$ cat config.mk
export PLATFORM = sky130hd
export DESIGN_NAME = unidade_controle_mc
export DESIGN_NICKNAME = d
export VERILOG_FILES = /design/src/rtl/unidade_controle_mc.sv
export SDC_FILE = /design/constraint.sdc
export NUM_CORES = 1
export LEC_CHECK = 0
export ABC_AREA = 1
export CORE_MARGIN = 1
export CORE_UTILIZATION = 44
export DETAILED_ROUTE_END_ITERATION = 8
export PLACE_DENSITY = 0.84
export SLEW_MARGIN = 10
export SYNTH_ARGS = -nofsm -noshare
export SYNTH_HDL_FRONTEND = slang
export SYNTH_SLANG_ARGS = --single-unit
$ cat constraint.sdc
create_clock -name clk -period 2.96 [get_ports clk]
set_input_delay 0.296 -clock clk [delete_from_list [all_inputs] [get_ports clk]]
set_output_delay 0.296 -clock clk [all_outputs]
set_load 0.02 [all_outputs]
$ cat src/rtl/unidade_controle_mc.sv
// Multicycle control FSM for the MIPS-subset datapath: memory-wait fetch, R-type/ADDI/BEQ/BNE/J,
// overflow exception and a timed reset hold. Outputs decode from the registered state.
module unidade_controle_mc #(
   parameter int unsigned MEM_WAIT = 3,
   parameter int unsigned RST_HOLD = 2,
   parameter logic [1:0]  EXC_SEL  = 2'b10
) (
   input  logic       clk,
   input  logic       reset,
   input  logic       Of,
   input  logic       Ng,
   input  logic       Zr,
   input  logic       Eq,
   input  logic       Gt,
   input  logic       Lt,
   input  logic [5:0] OPCODE,
   input  logic [5:0] FUNCT,
   output logic       PC_w,
   output logic       MEM_w,
   output logic       IR_w,
   output logic       RB_w,
   output logic       AB_w,
   output logic       ALUOut_w,
   output logic       EPC_w,
   output logic [2:0] ULA_c,
   output logic       M_WREG,
   output logic       M_ULAA,
   output logic [1:0] M_ULAB,
   output logic [1:0] PC_src,
   output logic       rst_out
);

   localparam int unsigned CNT_MAX = (MEM_WAIT > RST_HOLD) ? MEM_WAIT : RST_HOLD;
   localparam int unsigned CNT_W   = $clog2(CNT_MAX + 1);

   typedef enum logic [2:0] {
      S_RESET, S_FETCH, S_DECODE, S_R_EXEC, S_I_EXEC, S_BRANCH, S_JUMP, S_OVF
   } state_t;

   typedef enum logic [2:0] {
      OP_ADD, OP_SUB, OP_AND, OP_BEQ, OP_BNE
   } op_t;

   state_t           state, next_state;
   op_t              op, next_op;
   logic [CNT_W-1:0] cnt;

   // Flags not consumed by this revision of the control unit.
   logic unused_flags;
   assign unused_flags = ^{Ng, Zr, Gt, Lt};

   always_ff @(posedge clk or negedge reset) begin
      if (!reset) begin
         state <= S_RESET;
         op    <= OP_ADD;
         cnt   <= '0;
      end else begin
         state <= next_state;
         op    <= next_op;
         if (next_state != state)
            cnt <= '0;
         else if (cnt != CNT_W'(CNT_MAX))
            cnt <= cnt + CNT_W'(1);
      end
   end

   always_comb begin
      next_state = state;
      next_op    = op;
      PC_w       = 1'b0;
      MEM_w      = 1'b0;
      IR_w       = 1'b0;
      RB_w       = 1'b0;
      AB_w       = 1'b0;
      ALUOut_w   = 1'b0;
      EPC_w      = 1'b0;
      ULA_c      = 3'b000;
      M_WREG     = 1'b0;
      M_ULAA     = 1'b0;
      M_ULAB     = 2'b00;
      PC_src     = 2'b00;
      rst_out    = 1'b0;

      unique case (state)
         S_RESET: begin
            rst_out = 1'b1;
            if (cnt == CNT_W'(RST_HOLD - 1))
               next_state = S_FETCH;
         end
         S_FETCH: begin
            ULA_c  = 3'b001;
            M_ULAB = 2'b01;
            if (cnt == CNT_W'(MEM_WAIT)) begin
               PC_w       = 1'b1;
               IR_w       = 1'b1;
               next_state = S_DECODE;
            end
         end
         S_DECODE: begin
            AB_w       = 1'b1;
            ALUOut_w   = 1'b1;
            ULA_c      = 3'b001;
            M_ULAB     = 2'b11;
            next_state = S_FETCH;
            case (OPCODE)
               6'b000000: begin
                  case (FUNCT)
                     6'b100000: begin next_op = OP_ADD; next_state = S_R_EXEC; end
                     6'b100010: begin next_op = OP_SUB; next_state = S_R_EXEC; end
                     6'b100100: begin next_op = OP_AND; next_state = S_R_EXEC; end
                     default:   next_state = S_FETCH;
                  endcase
               end
               6'b001000: next_state = S_I_EXEC;
               6'b000100: begin next_op = OP_BEQ; next_state = S_BRANCH; end
               6'b000101: begin next_op = OP_BNE; next_state = S_BRANCH; end
               6'b000010: next_state = S_JUMP;
               6'b111111: next_state = S_RESET;
               default:   next_state = S_FETCH;
            endcase
         end
         S_R_EXEC: begin
            M_ULAA = 1'b1;
            M_WREG = 1'b1;
            case (op)
               OP_SUB:  ULA_c = 3'b010;
               OP_AND:  ULA_c = 3'b011;
               default: ULA_c = 3'b001;
            endcase
            // AND cannot overflow, so it always writes back.
            if (Of && (op != OP_AND)) begin
               next_state = S_OVF;
            end else begin
               RB_w       = 1'b1;
               next_state = S_FETCH;
            end
         end
         S_I_EXEC: begin
            M_ULAA = 1'b1;
            M_ULAB = 2'b10;
            ULA_c  = 3'b001;
            if (Of) begin
               next_state = S_OVF;
            end else begin
               RB_w       = 1'b1;
               next_state = S_FETCH;
            end
         end
         S_BRANCH: begin
            ULA_c      = 3'b010;
            M_ULAA     = 1'b1;
            PC_src     = 2'b01;
            PC_w       = (op == OP_BNE) ? ~Eq : Eq;
            next_state = S_FETCH;
         end
         S_JUMP: begin
            PC_src     = 2'b11;
            PC_w       = 1'b1;
            next_state = S_FETCH;
         end
         S_OVF: begin
            EPC_w      = 1'b1;
            PC_src     = EXC_SEL;
            PC_w       = 1'b1;
            next_state = S_FETCH;
         end
         default: next_state = S_RESET;
      endcase
   end

endmodule

==> Word level (Yosys, flattened, before mapping) <==
Cells that the tools add are included.
{ "word_totals": {"register_bits": 8, "out_inout_bits": 17, "elab_cells": 68} }
{ "classes": {"add_sub_neg": 1, "n_eq_ne": 24, "n_mux": 27, "bitwise": 1, "n_reduce_logical": 12} }
{ "ops": {"columns": ["op", "count"], "rows": [
  ["$eq 6x6->1 const B", 4],
  ["$pmux 2 s3", 3],
  ["$pmux 3 s3", 2],
  ["$pmux 3 s6", 1],
  ["$eq 3x3->1 const B", 5],
  ["$pmux 3 s5", 1],
  ["$eq 6x3->1 const B", 2],
  ["$mux 3", 4],
  ["$reduce_or 3->1", 4],
  ["$mux 1", 10],
  ["$eq 3x2->1 const B", 3],
  ["$eq 3x1->1 const B", 2],
  ["$eq 6x2->1 const B", 1],
  ["$eq 6x4->1 const B", 1],
  ["$logic_not 6->1", 1],
  ["$mux 2", 3],
  ["$ne 4x1->1 const B", 1],
  ["$pmux 2 s2", 1],
  ["$reduce_or 2->1", 2],
  ["$logic_not 3->1", 1],
  ["$ne 3x2->1 const B", 1],
  ["$ne 3x3->1", 1],
  ["$pmux 1 s3", 1],
  ["$reduce_and 3->1", 1],
  ["other kinds (9)", 9]
]} }

==> Longest topological paths before layout <==
Gate-level depths: netlist of run 1.
{ "depth": {"ltp_word": 7, "ltp_mapped": 13} }

==> Worst setup path before layout of run 1 <==
OpenSTA, ideal clock, no wires.
{ "synth_timing": {"path_kind": "register -> output", "start": "register op[0]", "end": "output port PC_w", "arrival_time_ns": 1.564, "required_ns": 2.664, "slack_ns": 1.100, "path_stages_with_launch": 5, "path_cell_list": "dfrtp_1 -> nor3_1 -> or2_2 -> nand2_1 -> o311ai_0"} }
{ "synth_between": {"elab_chain_cells": 3} }
{ "synth_lines": {"columns": ["element", "line_no", "source"], "rows": [
  ["start, declared", "45", "op_t op, next_op;"],
  ["start signal, assigned", "59", "op <= next_op;"],
  ["$eq 3x3->1", "153", "PC_w = (op == OP_BNE) ? ~Eq : Eq;"],
  ["$mux 1", "153", null],
  ["$pmux 1 s3", "84", "unique case (state)"],
  ["end, declared", "18", "output logic PC_w,"]
]} }
No other way between the ends.

==> Worst setup path in the final report of run 1 <==
Ends and elaborated chain as after synthesis.

==> results.toml, run 1 <==
[global_route]
grt.overflow.total = 0
antenna_found_initial = 0
grt_pass1_wl_um = 3120
grt_max_degree = 9
grt_pass1_vias = 808
grt_use_total_pct = 20.9

[clocking]
h-tree-depth = 1
ctsLongestPathBuffers = 2
cts_inserted_buffers = 3
ctsResizeCount = 0
post_cts_buffers = 0
clk_pin_slew_ns = 0.05
worstSkewPairLatency_ns = 0.25
cts_hold_buffers = 0
cts_root_buf = "clkbuf_4"
cts_tree = "yes"
cts_sinks = 8

[routing]
drt-total-wl_um = 1870
post_drt_wl_per_cell_um = 9.36
final_antenna_net_count = 0
viasPerCell = 4.81
drt-pass1-iter-count = 4
vias = 962
drtIter0Drc = 17
drc_errors = 0

[power]
p_comb_share_pct = 61.1
power_density_nw_per_um2 = 550
p_seq_share_pct = 26.3
switching_share_pct = 45.6
ir_worst_vdd_mv = 0.362
power_switching_uw = 295
p_leak_nw = 0.661
p_int_uw = 351
p_clk_share_pct = 12.6

[timing]
final_max_slew_viol_count = 0
period_needed_ns = 2.25
max_freq_mhz = 445
fin_skew_ns = 0.00695
rsz0062_at_grt = "no"
setup_viol = 0
finalHoldViolCount = 0
min_period_over_period_pct = 75.9
fin_tns_setup_ns = 0

[setup_path]
cp.arrival_ns = 1.95
startpoint_type = "register"
critPathTopFamily = "buffers and inverters"
slowest_stage = "clkdlybuf4s50_1"
rr_startpoint = "cnt[0]$_DFFE_PN0P_"
critPathMaxFanout = 3
end_kind = "output port"
crit_type = "reg -> out"
crit_chain = "nor3_1 > or2_2 > nand2_1 > o311ai_0 > clkdlybuf4s50_1"
r2r-end = "cnt[0]$_DFFE_PN0P_"
worstRegToRegCells = 9
required_ns = 2.66
cpPeakStageDelay_ns = 0.66
critPathBufInv = 1
rrSetupSlack_ns = 1.41

[floorplan]
core_um2 = 1760
die_h_um = 45.7
io_pins = 37
start_util_pct = 47.5
row_count = 15
die_area_um2 = 2080
die_x_um = 45.7

[final_layout]
final_cell_mix = "nand2_1, clkdlybuf4s50_1, inv_1"
multi_input_area_um2 = 495
antennaDiodeCount = 0
register_area_um2 = 200
final_nets = 199
final_cell_area_um2 = 1170
n_fill_cell = 173
layout_commonest_cell = "nand2_1"
syn2layout_area_growth_pct = 40.0
final_layout_size_suffix_gt1_share_pct = 10.3

[placed_design]
place_area_um2 = 1150
hpwl_um = 1630
port_buffers = 30
place_congestion = 0.889

[synth]
syn_area_um2 = 838
synth_area_leaders = "dfrtp_1, nand2_1, inv_1"
synth_area_per_cell_um2 = 5.82
yosysSeqAreaShare_pct = 23.9
yosysWarnings = 0
ys_types = 25
synth_cells = 144
synth_top_area_cell = "dfrtp_1"
synth_seq_cells = 8
synth_top_area_share_pct = 23.9

[job]
cap_violations = 0

[hold_path]
hold_path_class = "in -> async"

[run_status]
status = "finished clean"
[how the worst max path moves through the flow]
| stage | startpoint | endpoint | slack [ns] | cells after the start |
|---|---|---|---|---|
| after floorplan | op[0]$_DFFE_PN0P_ | PC_w | 1.10 | 4 |
| after global placement | Eq | PC_w | 0.84 | 5 |
| after detailed placement | Eq | PC_w | 0.82 | 5 |
| after CTS | op[0]$_DFFE_PN0P_ | PC_w | 0.69 | 5 |
| after global routing | op[0]$_DFFE_PN0P_ | PC_w | 0.52 | 5 |
| final | op[0]$_DFFE_PN0P_ | PC_w | 0.71 | 5 |
[synthesized netlist by cell type]
cell / count
ha_1: 2
o311ai_0: 1
nand4_1: 3
a41oi_1: 1
dfrtp_1: 8
conb_1: 1
nor2_4: 2
o21ai_2: 1
inv_1: 26
nor2_1: 18
nand2_1: 37
o21ai_0: 4
buf_4: 3
inv_2: 7
or2_2: 1
nor2_2: 1
a21oi_1: 3
nand3_1: 13
o2111ai_1: 1
nor3_1: 2
xor2_1: 1
o21ai_1: 4
o22ai_1: 1
nand2_2: 2
nand3_2: 1
[layer usage]
metal	wire length, um	global-route usage, %	vias up
met5	0	0	-
met4	59	13.9	0
met3	110	3.17	6
met2	925	36.0	40
met1	777	23.5	404
li1	-	-	512
[kinds of logic after synthesis]
group | synth area share, %
AND/OR/NAND/NOR | 42.7
buffers and inverters | 17.5
AO/OA/AOI/OAI | 11.5
flip-flops | 23.9
adder cells (fa/ha/maj) | 2.98
XOR/XNOR | 1.04
other | 0.447
[stage by stage]
stage	cells	setup slack (ns)	hold slack (ns)	util, %	total power [mW]
floorplan	145	1.10	0.000409	-	0.420
global placement	197	0.838	0.524	65.2	0.547
detailed placement	197	0.823	0.542	65.2	0.565
CTS	200	0.691	0.326	66.5	0.649
global route	200	0.522	0.344	66.5	0.697
finish	200	0.712	0.319	66.5	0.646
[worst register-to-register path, delay by kind of cell, from the launching register on]
kind,cells,cell delay [ns]
adder cells (fa/ha/maj),1,0.28
flip-flops,1,0.41
AND/OR/NAND/NOR,7,0.57
AO/OA/AOI/OAI,1,0.18
[layout make-up]
class                           instances  share of cell area [%]
Multi-Input combinational cell        101                    42.2
Timing Repair Buffer                   30                    25.6
Sequential cell                         8                    17.1
Inverter                               33                    10.6
Tap cell                               25                    2.67
Clock buffer                            3                    1.92
[flip-flops by register name, indices dropped and copies added (netlist names)]
register / cells
state: 3
op: 3
cnt: 2
[power groups by stage]
stage | combinational [mW] | clock [mW] | sequential (mW)
global route | 0.433 | 0.0898 | 0.174
finish | 0.394 | 0.0814 | 0.170
detailed placement | 0.393 | 0 | 0.172
CTS | 0.394 | 0.0842 | 0.170
global placement | 0.379 | 0 | 0.168
floorplan | 0.255 | 0 | 0.164
Note: power is estimated with default switching activity, not from simulation.
==> inputs of run 2 (changes only) <==
CORE_UTILIZATION = 37   (was 44)
PLACE_DENSITY = 0.75   (was 0.84)
clock period = 2.01 ns   (was 2.96 ns; I/O delays follow)
==> results.toml, run 2 (synthesis results as in run 1) <==
[floorplan]
die_x_um = 49.6
io_pins = 37
row_count = 16
start_util_pct = 41.1
die_area_um2 = 2460
die_h_um = 49.6
core_um2 = 2040

[routing]
vias = 955
post_drt_wl_per_cell_um = 9.06
drtIter0Drc = 26
drc_errors = 0
drt-total-wl_um = 1840
final_antenna_net_count = 0
viasPerCell = 4.70
drt-pass1-iter-count = 4

[timing]
worst_slack_ns = 0.120
min_period_over_period_pct = 94.0
max_freq_mhz = 529
finalHoldViolCount = 0
final_max_slew_viol_count = 0
setup_viol = 0
timing.hold.ws_ns = 0.231
rsz0062_at_grt = "no"
period_needed_ns = 1.89
fin_tns_setup_ns = 0
fin_skew_ns = 0.00112

[run_status]
status = "finished clean"

[power]
ir_worst_vdd_mv = 0.565
power_density_nw_per_um2 = 781
fin_total_pwr_uw = 927
p_leak_nw = 0.734

[final_layout]
final_layout_size_suffix_gt1_share_pct = 10.8
final_cell_mix = "nand2_1, inv_1, clkdlybuf4s50_1"
layout_commonest_cell = "nand2_1"
top_regs = "op (3), state (3), cnt (2)"
final_nets = 200
antennaDiodeCount = 0
final_cell_area_um2 = 1190
syn2layout_area_growth_pct = 41.6

[global_route]
grt_max_degree = 9
antenna_found_initial = 0
grt_pass1_wl_um = 3290
grt_use_total_pct = 16.7
grt.overflow.total = 0
grt_pass1_vias = 829

[placed_design]
hpwl_um = 1610
place_area_um2 = 1160
place_congestion = 0.807
port_buffers = 30
place_ws_ns = 0.0522

[setup_path]
cp.arrival_ns = 1.69
startpoint_type = "register"
end_kind = "output port"
critPathMaxFanout = 8
required_ns = 1.81
crit_type = "reg -> out"

[hold_path]
hold_path_class = "in -> async"

[clocking]
clk_pin_slew_ns = 0.05
ctsLongestPathBuffers = 2
cts_hold_buffers = 0
cts_inserted_buffers = 3
cts_tree = "yes"
cts_root_buf = "clkbuf_4"
worstSkewPairLatency_ns = 0.24
cts_sinks = 8
h-tree-depth = 1

[job]
cap_violations = 0
==> run 2: cell types whose count changed in the layout (fill, tap and decap cells not counted), sizes merged <==
cell / previous run / this run
clkdlybuf4s50: 30 / 24
dlymetal6s2s: 0 / 3
dlygate4sd2: 0 / 2
buf: 0 / 1
dlygate4sd1: 0 / 1
==> run 2: worst paths after layout <==
path	from	endpoint	slack, ns	cells after the start
worst max register to register	state[0]$_DFF_PN0_	cnt[0]$_DFFE_PN0P_	0.52	11
min in group clk	op[2]$_DFFE_PN0P_	op[2]$_DFFE_PN0P_	0.56	2
worst max-delay path	state[2]$_DFF_PN0_	IR_w	0.12	4
max in group asynchronous	reset	op[2]$_DFFE_PN0P_	1.52	1
worst min register to register	op[2]$_DFFE_PN0P_	op[2]$_DFFE_PN0P_	0.56	2
worst min-delay path	reset	state[0]$_DFF_PN0_	0.23	1
==> run 2: final cells by class <==
| class | count | area (um2) |
|---|---|---|
| Clock buffer | 3 | 22.5 |
| Inverter | 33 | 124 |
| Fill cell | 220 | 855 |
| Tap cell | 27 | 33.8 |
| Timing Repair Buffer | 31 | 312 |
| Multi-Input combinational cell | 101 | 495 |
| Sequential cell | 8 | 200 |
==> run 2: timing repair <==
action / CTS / global route
pin swaps: 0 / 0
resized for setup: 3 / 5
endpoints found under the setup margin: 3 / 4
buffers inserted: 0 / 0
==> run 2: per-layer routing <==
metal / wire length [um] / track usage (%)
met2: 878 / 30.4
met3: 103 / 0
met5: 0 / 0
met1: 859 / 21.2
met4: 0 / 5.71
==> run 2: worst max-delay path: stages, from the launching register on <==
cell             delay [ns]
dfrtp_1                0.43
inv_2                  0.15
nand4_1                0.18
inv_1                  0.09
clkdlybuf4s50_1        0.59
==> run 2: report_power, final <==
| group | switching, mW | internal, mW | total (mW) |
|---|---|---|---|
| registers | 0.0433 | 0.206 | 0.250 |
| logic | 0.331 | 0.230 | 0.561 |
| clock network | 0.0489 | 0.0679 | 0.117 |
| total | 0.423 | 0.504 | 0.927 |
==> run 2: stage by stage <==
step	util, %	instances
2_1_floorplan	-	145
3_3_place_gp	56.9	200
3_5_place_dp	56.9	200
4_1_cts	57.8	203
5_1_grt	58.1	203
6_report	58.1	203
